--- config.mk ---
export PLATFORM = sky130hd
export DESIGN_NAME = dma_cfg_regs_flat
export DESIGN_NICKNAME = d
export VERILOG_FILES = /design/src/rtl/dma_cfg_regs_if.sv /design/src/rtl/dma_cfg_regs.sv /design/src/flat_wrapper.sv
export SDC_FILE = /design/constraint.sdc
export NUM_CORES = 1
export LEC_CHECK = 0
export ABC_AREA = 1
export BUFFER_PORTS_ARGS = -buffer_cell sky130_fd_sc_hd__buf_2
export CAP_MARGIN = 20
export CELL_PAD_IN_SITES_DETAIL_PLACEMENT = 1
export CELL_PAD_IN_SITES_GLOBAL_PLACEMENT = 1
export CORE_MARGIN = 10
export CORE_UTILIZATION = 35
export DETAILED_ROUTE_END_ITERATION = 12
export PLACE_DENSITY = 0.83
export REMOVE_ABC_BUFFERS = 1
export SLEW_MARGIN = 20
export SYNTH_ARGS = -nofsm -noshare
export SYNTH_HDL_FRONTEND = slang
export SYNTH_SLANG_ARGS = --single-unit
--- constraint.sdc ---
create_clock -name clk_i -period 2.4 [get_ports clk_i]
set_input_delay 0.48 -clock clk_i [delete_from_list [all_inputs] [get_ports clk_i]]
set_output_delay 0.48 -clock clk_i [all_outputs]
set_load 0.05 [all_outputs]
--- src/rtl/dma_cfg_regs_if.sv ---
// Register bus between a software-facing master and dma_cfg_regs.
// Every request is granted; one response per request, one cycle later.
interface dma_cfg_regs_if #(
  parameter int DATA_WIDTH = 32,
  parameter int ADDR_WIDTH = 5
);
  logic                  req;
  logic                  we;
  logic [ADDR_WIDTH-1:0] addr;
  logic [DATA_WIDTH-1:0] wdata;
  logic                  gnt;
  logic                  rvalid;
  logic [DATA_WIDTH-1:0] rdata;
  logic                  err;

  modport master (
    output req, we, addr, wdata,
    input  gnt, rvalid, rdata, err
  );

  modport slave (
    input  req, we, addr, wdata,
    output gnt, rvalid, rdata, err
  );
endinterface

--- src/rtl/dma_cfg_regs.sv ---
// Config/status register front-end for the DMA engine:
// programs length/addresses, sequences start/done, sticky status + irq.
module dma_cfg_regs #(
  parameter int DATA_WIDTH     = 32,
  parameter int ADDR_WIDTH     = 5,
  parameter int TIMEOUT_CYCLES = 4096
) (
  input  logic                  clk_i,
  input  logic                  rst_ni,
  dma_cfg_regs_if.slave         bus,
  output logic [DATA_WIDTH-1:0] start_o,
  output logic [DATA_WIDTH-1:0] length_o,
  output logic [DATA_WIDTH-1:0] source_addr_lsb_o,
  output logic [DATA_WIDTH-1:0] source_addr_msb_o,
  output logic [DATA_WIDTH-1:0] dest_addr_lsb_o,
  output logic [DATA_WIDTH-1:0] dest_addr_msb_o,
  input  logic [DATA_WIDTH-1:0] dma_valid_i,
  output logic [DATA_WIDTH-1:0] done_o,
  output logic                  irq_o
);

  localparam int IW = ADDR_WIDTH - 2;

  localparam logic [IW-1:0] A_CTRL    = IW'(0);
  localparam logic [IW-1:0] A_LEN     = IW'(1);
  localparam logic [IW-1:0] A_SRC_LSB = IW'(2);
  localparam logic [IW-1:0] A_SRC_MSB = IW'(3);
  localparam logic [IW-1:0] A_DST_LSB = IW'(4);
  localparam logic [IW-1:0] A_DST_MSB = IW'(5);
  localparam logic [IW-1:0] A_STATUS  = IW'(6);

  localparam bit          TO_EN   = (TIMEOUT_CYCLES != 0);
  localparam logic [31:0] TO_LAST = 32'(TIMEOUT_CYCLES - 1);

  typedef enum logic [2:0] {
    IDLE,
    START,
    BUSY,
    ACK,
    DRAIN
  } state_t;

  state_t state, state_n;

  logic [DATA_WIDTH-1:0] length_q;
  logic [DATA_WIDTH-1:0] src_lsb_q;
  logic [DATA_WIDTH-1:0] src_msb_q;
  logic [DATA_WIDTH-1:0] dst_lsb_q;
  logic [DATA_WIDTH-1:0] dst_msb_q;
  logic                  irq_en;
  logic                  st_load;
  logic                  st_store;
  logic                  st_done;
  logic                  st_timeout;
  logic [31:0]           cnt;

  logic                  rvalid_q;
  logic [DATA_WIDTH-1:0] rdata_q;
  logic                  err_q;

  logic [IW-1:0]         widx;
  logic                  idle;
  logic                  wr;
  logic                  mapped;
  logic                  cfg_sel;
  logic                  ctrl_sel;
  logic                  err_c;
  logic                  wr_ok;
  logic                  go;
  logic                  clr;
  logic                  dma_done;
  logic                  busy_done;
  logic                  tmo_hit;
  logic [DATA_WIDTH-1:0] rd_val;
  logic                  unused_bits;

  assign widx     = bus.addr[ADDR_WIDTH-1:2];
  assign idle     = (state == IDLE);
  assign wr       = bus.req & bus.we;
  assign dma_done = dma_valid_i[3];
  assign tmo_hit  = TO_EN && (cnt == TO_LAST);

  assign unused_bits = ^{bus.addr[1:0],
                         dma_valid_i[DATA_WIDTH-1:4],
                         dma_valid_i[0]};

  always_comb begin
    mapped   = 1'b1;
    cfg_sel  = 1'b0;
    ctrl_sel = 1'b0;
    rd_val   = '0;
    case (widx)
      A_CTRL: begin
        ctrl_sel  = 1'b1;
        rd_val[1] = irq_en;
      end
      A_LEN: begin
        cfg_sel = 1'b1;
        rd_val  = length_q;
      end
      A_SRC_LSB: begin
        cfg_sel = 1'b1;
        rd_val  = src_lsb_q;
      end
      A_SRC_MSB: begin
        cfg_sel = 1'b1;
        rd_val  = src_msb_q;
      end
      A_DST_LSB: begin
        cfg_sel = 1'b1;
        rd_val  = dst_lsb_q;
      end
      A_DST_MSB: begin
        cfg_sel = 1'b1;
        rd_val  = dst_msb_q;
      end
      A_STATUS: begin
        rd_val[4:0] = {st_timeout, st_done, st_store,
                       st_load, ~idle};
      end
      default: mapped = 1'b0;
    endcase
  end

  // Any rejected request leaves all state untouched,
  // including irq_en/CLR bits of a refused GO write.
  assign err_c = bus.req & (~mapped
               | (wr & (widx == A_STATUS))
               | (wr & cfg_sel & ~idle)
               | (wr & ctrl_sel & bus.wdata[0] & ~idle)
               | (wr & (widx == A_LEN) & (&bus.wdata)));

  assign wr_ok = wr & ~err_c;
  assign go    = wr_ok & ctrl_sel & bus.wdata[0];
  assign clr   = wr_ok & ctrl_sel & bus.wdata[2];

  assign busy_done = (state == BUSY) & dma_done;

  always_comb begin
    state_n = state;
    unique case (state)
      IDLE:    if (go) state_n = START;
      START:   state_n = BUSY;
      BUSY: begin
        if (dma_done)     state_n = ACK;
        else if (tmo_hit) state_n = IDLE;
      end
      ACK:     state_n = DRAIN;
      DRAIN:   if (!dma_done) state_n = IDLE;
      default: state_n = IDLE;
    endcase
  end

  always_ff @(posedge clk_i or negedge rst_ni) begin
    if (!rst_ni) state <= IDLE;
    else         state <= state_n;
  end

  always_ff @(posedge clk_i or negedge rst_ni) begin
    if (!rst_ni)                cnt <= '0;
    else if (state != BUSY)     cnt <= '0;
    else if (cnt != '1)         cnt <= cnt + 32'd1;
  end

  always_ff @(posedge clk_i or negedge rst_ni) begin
    if (!rst_ni) begin
      length_q  <= '0;
      src_lsb_q <= '0;
      src_msb_q <= '0;
      dst_lsb_q <= '0;
      dst_msb_q <= '0;
      irq_en    <= 1'b0;
    end else if (wr_ok) begin
      case (widx)
        A_CTRL:    irq_en    <= bus.wdata[1];
        A_LEN:     length_q  <= bus.wdata;
        A_SRC_LSB: src_lsb_q <= bus.wdata;
        A_SRC_MSB: src_msb_q <= bus.wdata;
        A_DST_LSB: dst_lsb_q <= bus.wdata;
        A_DST_MSB: dst_msb_q <= bus.wdata;
        default:   ;
      endcase
    end
  end

  // Later assignments win: GO after CLR, DONE over timeout.
  always_ff @(posedge clk_i or negedge rst_ni) begin
    if (!rst_ni) begin
      st_load    <= 1'b0;
      st_store   <= 1'b0;
      st_done    <= 1'b0;
      st_timeout <= 1'b0;
    end else begin
      if (clr) begin
        st_done    <= 1'b0;
        st_timeout <= 1'b0;
      end
      if (go) begin
        st_load    <= 1'b0;
        st_store   <= 1'b0;
        st_done    <= 1'b0;
        st_timeout <= 1'b0;
      end
      if (busy_done) begin
        st_load  <= dma_valid_i[1];
        st_store <= dma_valid_i[2];
        st_done  <= 1'b1;
      end else if ((state == BUSY) && tmo_hit) begin
        st_timeout <= 1'b1;
      end
    end
  end

  always_ff @(posedge clk_i or negedge rst_ni) begin
    if (!rst_ni) begin
      rvalid_q <= 1'b0;
      rdata_q  <= '0;
      err_q    <= 1'b0;
    end else begin
      rvalid_q <= bus.req;
      rdata_q  <= (bus.req & ~bus.we) ? rd_val : '0;
      err_q    <= err_c;
    end
  end

  assign bus.gnt    = bus.req;
  assign bus.rvalid = rvalid_q;
  assign bus.rdata  = rdata_q;
  assign bus.err    = err_q;

  assign start_o           = DATA_WIDTH'(state == START);
  assign done_o            = DATA_WIDTH'(state == ACK);
  assign length_o          = length_q;
  assign source_addr_lsb_o = src_lsb_q;
  assign source_addr_msb_o = src_msb_q;
  assign dest_addr_lsb_o   = dst_lsb_q;
  assign dest_addr_msb_o   = dst_msb_q;
  assign irq_o             = irq_en & (st_done | st_timeout);

endmodule
--- src/flat_wrapper.sv ---
// flat-port wrapper written by rule: the top's interface ports become plain ports
module dma_cfg_regs_flat 
#(
  parameter int DATA_WIDTH     = 32,
  parameter int ADDR_WIDTH     = 5,
  parameter int TIMEOUT_CYCLES = 4096
)
  (clk_i, rst_ni, start_o, length_o, source_addr_lsb_o, source_addr_msb_o, dest_addr_lsb_o, dest_addr_msb_o, dma_valid_i, done_o, irq_o, bus_req, bus_we, bus_addr, bus_wdata, bus_gnt, bus_rvalid, bus_rdata, bus_err);
  dma_cfg_regs_if #(.DATA_WIDTH(DATA_WIDTH), .ADDR_WIDTH(ADDR_WIDTH)) bus_i ();
  input  logic clk_i;
  input  logic rst_ni;
  output logic [DATA_WIDTH-1:0] start_o;
  output logic [DATA_WIDTH-1:0] length_o;
  output logic [DATA_WIDTH-1:0] source_addr_lsb_o;
  output logic [DATA_WIDTH-1:0] source_addr_msb_o;
  output logic [DATA_WIDTH-1:0] dest_addr_lsb_o;
  output logic [DATA_WIDTH-1:0] dest_addr_msb_o;
  input  logic [DATA_WIDTH-1:0] dma_valid_i;
  output logic [DATA_WIDTH-1:0] done_o;
  output logic irq_o;
  input wire logic [$bits(bus_i.req)-1:0] bus_req;
  input wire logic [$bits(bus_i.we)-1:0] bus_we;
  input wire logic [$bits(bus_i.addr)-1:0] bus_addr;
  input wire logic [$bits(bus_i.wdata)-1:0] bus_wdata;
  output wire logic [$bits(bus_i.gnt)-1:0] bus_gnt;
  output wire logic [$bits(bus_i.rvalid)-1:0] bus_rvalid;
  output wire logic [$bits(bus_i.rdata)-1:0] bus_rdata;
  output wire logic [$bits(bus_i.err)-1:0] bus_err;
  assign bus_i.req = bus_req;
  assign bus_i.we = bus_we;
  assign bus_i.addr = bus_addr;
  assign bus_i.wdata = bus_wdata;
  assign bus_gnt = bus_i.gnt;
  assign bus_rvalid = bus_i.rvalid;
  assign bus_rdata = bus_i.rdata;
  assign bus_err = bus_i.err;
  dma_cfg_regs #(.DATA_WIDTH(DATA_WIDTH), .ADDR_WIDTH(ADDR_WIDTH), .TIMEOUT_CYCLES(TIMEOUT_CYCLES)) u_core (.clk_i(clk_i), .rst_ni(rst_ni), .bus(bus_i), .start_o(start_o), .length_o(length_o), .source_addr_lsb_o(source_addr_lsb_o), .source_addr_msb_o(source_addr_msb_o), .dest_addr_lsb_o(dest_addr_lsb_o), .dest_addr_msb_o(dest_addr_msb_o), .dma_valid_i(dma_valid_i), .done_o(done_o), .irq_o(irq_o));
endmodule
### Word-level counts from Yosys, hierarchy flattened

Cells that the tools add are included.

| word-level totals | value |
|---|---|
| register bits | 234 |
| word-level logic and storage cells | 99 |

| operators by class | value |
|---|---|
| add/sub/neg operators | 1 |
| equal/unequal tests | 16 |
| multiplexer cells | 25 |
| bitwise operators | 26 |
| reduce and logical (&&, ||, !) cells | 16 |

Operators by type and width:

| kind | count |
|---|---|
| $pmux 27 s5 | 1 |
| $mux 32 | 3 |
| $add 32x1->32 const B | 1 |
| $eq 32x12->1 const B | 1 |
| $ne 32x32->1 const B | 1 |
| $reduce_and 32->1 | 1 |
| $pmux 3 s6 | 1 |
| $and 1x1->1 | 17 |
| $pmux 3 s5 | 1 |
| $mux 1 | 13 |
| $eq 3x2->1 const B | 4 |
| $eq 3x3->1 const B | 4 |
| $mux 3 | 4 |
| $reduce_and 2->1 | 6 |
| $pmux 1 s7 | 1 |
| $reduce_or 7->1 | 1 |
| $eq 3x1->1 const B | 2 |
| $logic_not 3->1 | 2 |
| $ne 3x2->1 const B | 2 |
| $pmux 1 s6 | 1 |
| $or 1x1->1 | 5 |
| $reduce_or 5->1 | 1 |
| $ne 2x2->1 const B | 2 |
| $not 1->1 | 4 |
| 4 further kinds | 5 |

### Depth between registers and ports, before layout

| logic depth | value |
|---|---|
| depth after elaboration | 17 |
| gate-level depth with buffers | 14 |

### Worst setup path after synthesis

Ideal clock, no wire load.

| timing path | value |
|---|---|
| path kind | flip-flop to output port |
| start | register u_core.state[2] |
| end | output port done_o[0] |
| data arrival time | 1,548 ps |
| data required time | 1,920 ps |
| setup slack | 372 ps |
| stages on the path, launching flop included | 2 |
| buffers on the path | 0 |
| cell sequence | dfrtp_1 -> nor3_1 |

| on the way | value |
|---|---|
| word-level cells in the longest chain between the ends | 1 |

Ends and longest elaborated chain:

| element | RTL line | source |
|---|---|---|
| from (decl) | dma_cfg_regs.sv:43 | `state_t state, state_n;` |
| from (signal assigned) | dma_cfg_regs.sv:156 | `else state <= state_n;` |
| $eq 3x2->1 | dma_cfg_regs.sv:232 | `assign done_o = DATA_WIDTH'(state == ACK);` |
| to (decl) | flat_wrapper.sv:19 | `output logic [DATA_WIDTH-1:0] done_o;` |

No other way between the ends.

### Final worst setup path

Ends and elaborated chain as after synthesis.

==> out/metrics.cfg <==
[status]
status = finished, final reports clean

[drt]
wl_um = 44250
ant_nets = 0
route.vias.total = 10664
drc = 0
wl_per_cell_um = 21.71
drtIter0Drc = 815
first_pass_iters = 5
vias_per_cell = 5.233

[worst_setup_path]
crit_path_end_kind = output port
crit_type = reg2out
critPathMaxFanout = 5
r2r_cells = 11
reg2reg_to = u_core.source_addr_msb_o[11]
critPathLaunchType = register
r2r-start = u_core.state[1]
r2r_slack_ns = 0.13
crit_arrival_ns = 1.83
crit_required_ns = 1.92

[global_route]
grt_max_degree = 75
grt_pass1_wl_um = 66090
track_usage = 0.2141
grt_pass1_vias = 11422
overflow = 0
antenna_found_initial = 1

[sta]
hold_viol_final = 0
setup_viol = 0
maxSlewViolCount = 0
fmax_mhz = 433.4
rsz0062_at_grt = yes
worst_pin_slew_ns = 0.7854
max_slew_margin = 0.4752
setup_tns_ns = 0
finalCriticalPeriod_ns = 2.307
fin_ws_ns = 0.09287
whs_ns = 0.07793
fin_crit_sh = 0.9613
fin_skew_ns = 0.02775

[place]
io_buffers = 239
post-place-ws_ns = -0.1632
dp.cells = 1984
place_area_um2 = 12940
hpwl_um = 31110
gp_congestion = 0.9182

[clocking]
htreeDepth = 1
clock_latency_ns = 0.54
cts-buffers-inserted = 27
ctsRootBufferMaster = clkbuf_16
cts_tree = done
clk_pin_slew_worst_paths_ns = 0.06
clock-sinks = 234
cts_max_path_buffers = 3

[cells_and_area]
layout_commonest_cell = nand2_1
drive_gt1_frac = 0.2318
nets = 1688
instances_no_fill = 2038
mostFrequentLayoutCells = nand2_1, buf_2, dfrtp_1
syn_to_final_growth_pct = 25.45
design_area_um2 = 13870
fin_util = 0.4419

[floorplanning]
rows = 65
start_util = 0.3523
die_h_um = 197.8
dieArea_um2 = 39110
die_x_um = 197.8
coreArea_um2 = 31390
io_pins = 333

[worst_hold_path]
hold_path_class = in2reg
holdPathStages = 1
worstHoldEndpoint = u_core.bus.rvalid
min_from = bus_req

[logic_synthesis]
synth_cell_types = 38
yosysSeqAreaShare = 0.5295
netlist_instances = 1339
netlist_area_um2 = 11060
postSynthAreaPerCell_um2 = 8.258
ys_warn_count = 0
ys_seq_elements = 234

[power_and_ir_drop]
irDropWorstVdd_mv = 0.5125
p_per_area_nw_per_um2 = 1152
p_leak_nw = 7.014
finalPower_mw = 15.99

[flow_run]
cap_violations = 0

-- flip-flops by register name (all words and copies together), names as in the netlist --
register and cells:
u_core.st_store 1, u_core.st_timeout 1, u_core.irq_en 1, u_core.bus.rdata 32, u_core.dest_addr_msb_o 32, u_core.st_load 1, u_core.bus.rvalid 1, u_core.state 3
u_core.cnt 32, u_core.length_o 32, u_core.source_addr_msb_o 32, u_core.bus.err 1, u_core.dest_addr_lsb_o 32, u_core.source_addr_lsb_o 32, u_core.st_done 1
-- synth_stat cells (all sizes together) --
master,n,area share
nor4,5,0.0028
buf,86,0.054
or2,11,0.0062
a21oi,10,0.0045
clkbuf,38,0.013
ha,1,0.0011
nand3b,1,0.00068
dfrtp,234,0.53
nor3,20,0.0095
xor2,1,0.00079
a41oi,1,0.00079
o221ai,1,0.00079
o21bai,1,0.00068
nor2,95,0.036
o21ai,171,0.077
and3,1,0.00057
nand4,12,0.0068
nor3b,1,0.00068
o22ai,61,0.035
a31o,1,0.00079
inv,174,0.059
a211oi,28,0.019
nand2,329,0.11
conb,1,0.00034
a31oi,6,0.0034
o31ai,9,0.0061
nand3,40,0.019
-- layer usage --
metal,wire [um],vias to the layer above,global-route usage
li1,-,4782,-
met3,3527,90,0.03836
met1,17740,5357,0.2625
met5,0,-,0
met4,1385,0,0.06065
met2,21600,435,0.3765
-- worst max-delay path by stage --
stage	startpoint	to	slack, ns	cells after the start
2_1_floorplan	bus_addr[4]	u_core.source_addr_lsb_o[0]	-0.96	4
3_3_place_gp	bus_wdata[3]	u_core.length_o[15]	-0.05	14
3_5_place_dp	bus_addr[3]	u_core.dest_addr_lsb_o[28]	-0.16	10
4_1_cts	u_core.state[0]	u_core.dest_addr_lsb_o[28]	0.04	9
5_1_grt	u_core.state[0]	done_o[0]	-0.01	3
6_report	u_core.state[2]	done_o[0]	0.09	2
-- kinds of logic (layout without fill, tap and decap cells) --
group | after synthesis | count (layout) | synth area share
AOI/OAI and AO/OA | 289 | 289 | 0.1480
and+or+nand+nor | 515 | 517 | 0.1942
adders and majority gates | 1 | 1 | 0.001131
buffers and inverters | 298 | 531 | 0.1260
xor gates and xnor gates | 1 | 1 | 0.0007922
DFF | 234 | 234 | 0.5295
other | 1 | 63 | 0.0003391
-- layout make-up --
type,count,area [um2]
Timing Repair Buffer,307,1869
Multi-Input combinational cell,870,4094
Clock buffer,43,805.8
Inverter,174,653.1
Fill cell,3819,17520
Sequential cell,234,5856
Antenna cell,1,2.502
Clock inverter,7,88.84
Tap cell,402,503.0
-- report_power, final --
group	leakage (nW)	total, mW	internal [mW]	switching (mW)
registers	2.93	5.51	4.85	0.668
clock network	0.442	4.16	2.50	1.66
logic	3.64	6.31	1.24	5.07
-- worst max-delay path, stage by stage (launching register included) --
cell and delay (ns):
dfrtp_1 0.43, nor3_1 0.48, buf_2 0.37
-- what timing repair did --
item | 4_1_cts | 5_1_grt
endpoints found under the setup margin | 0 | 32
setup buffers | 0 | 0
hold buffers | 1 | 0
gates resized for setup | 0 | 2
endpoints found under the hold margin | 69 | 0
Note: power is estimated with default switching activity, not from simulation.
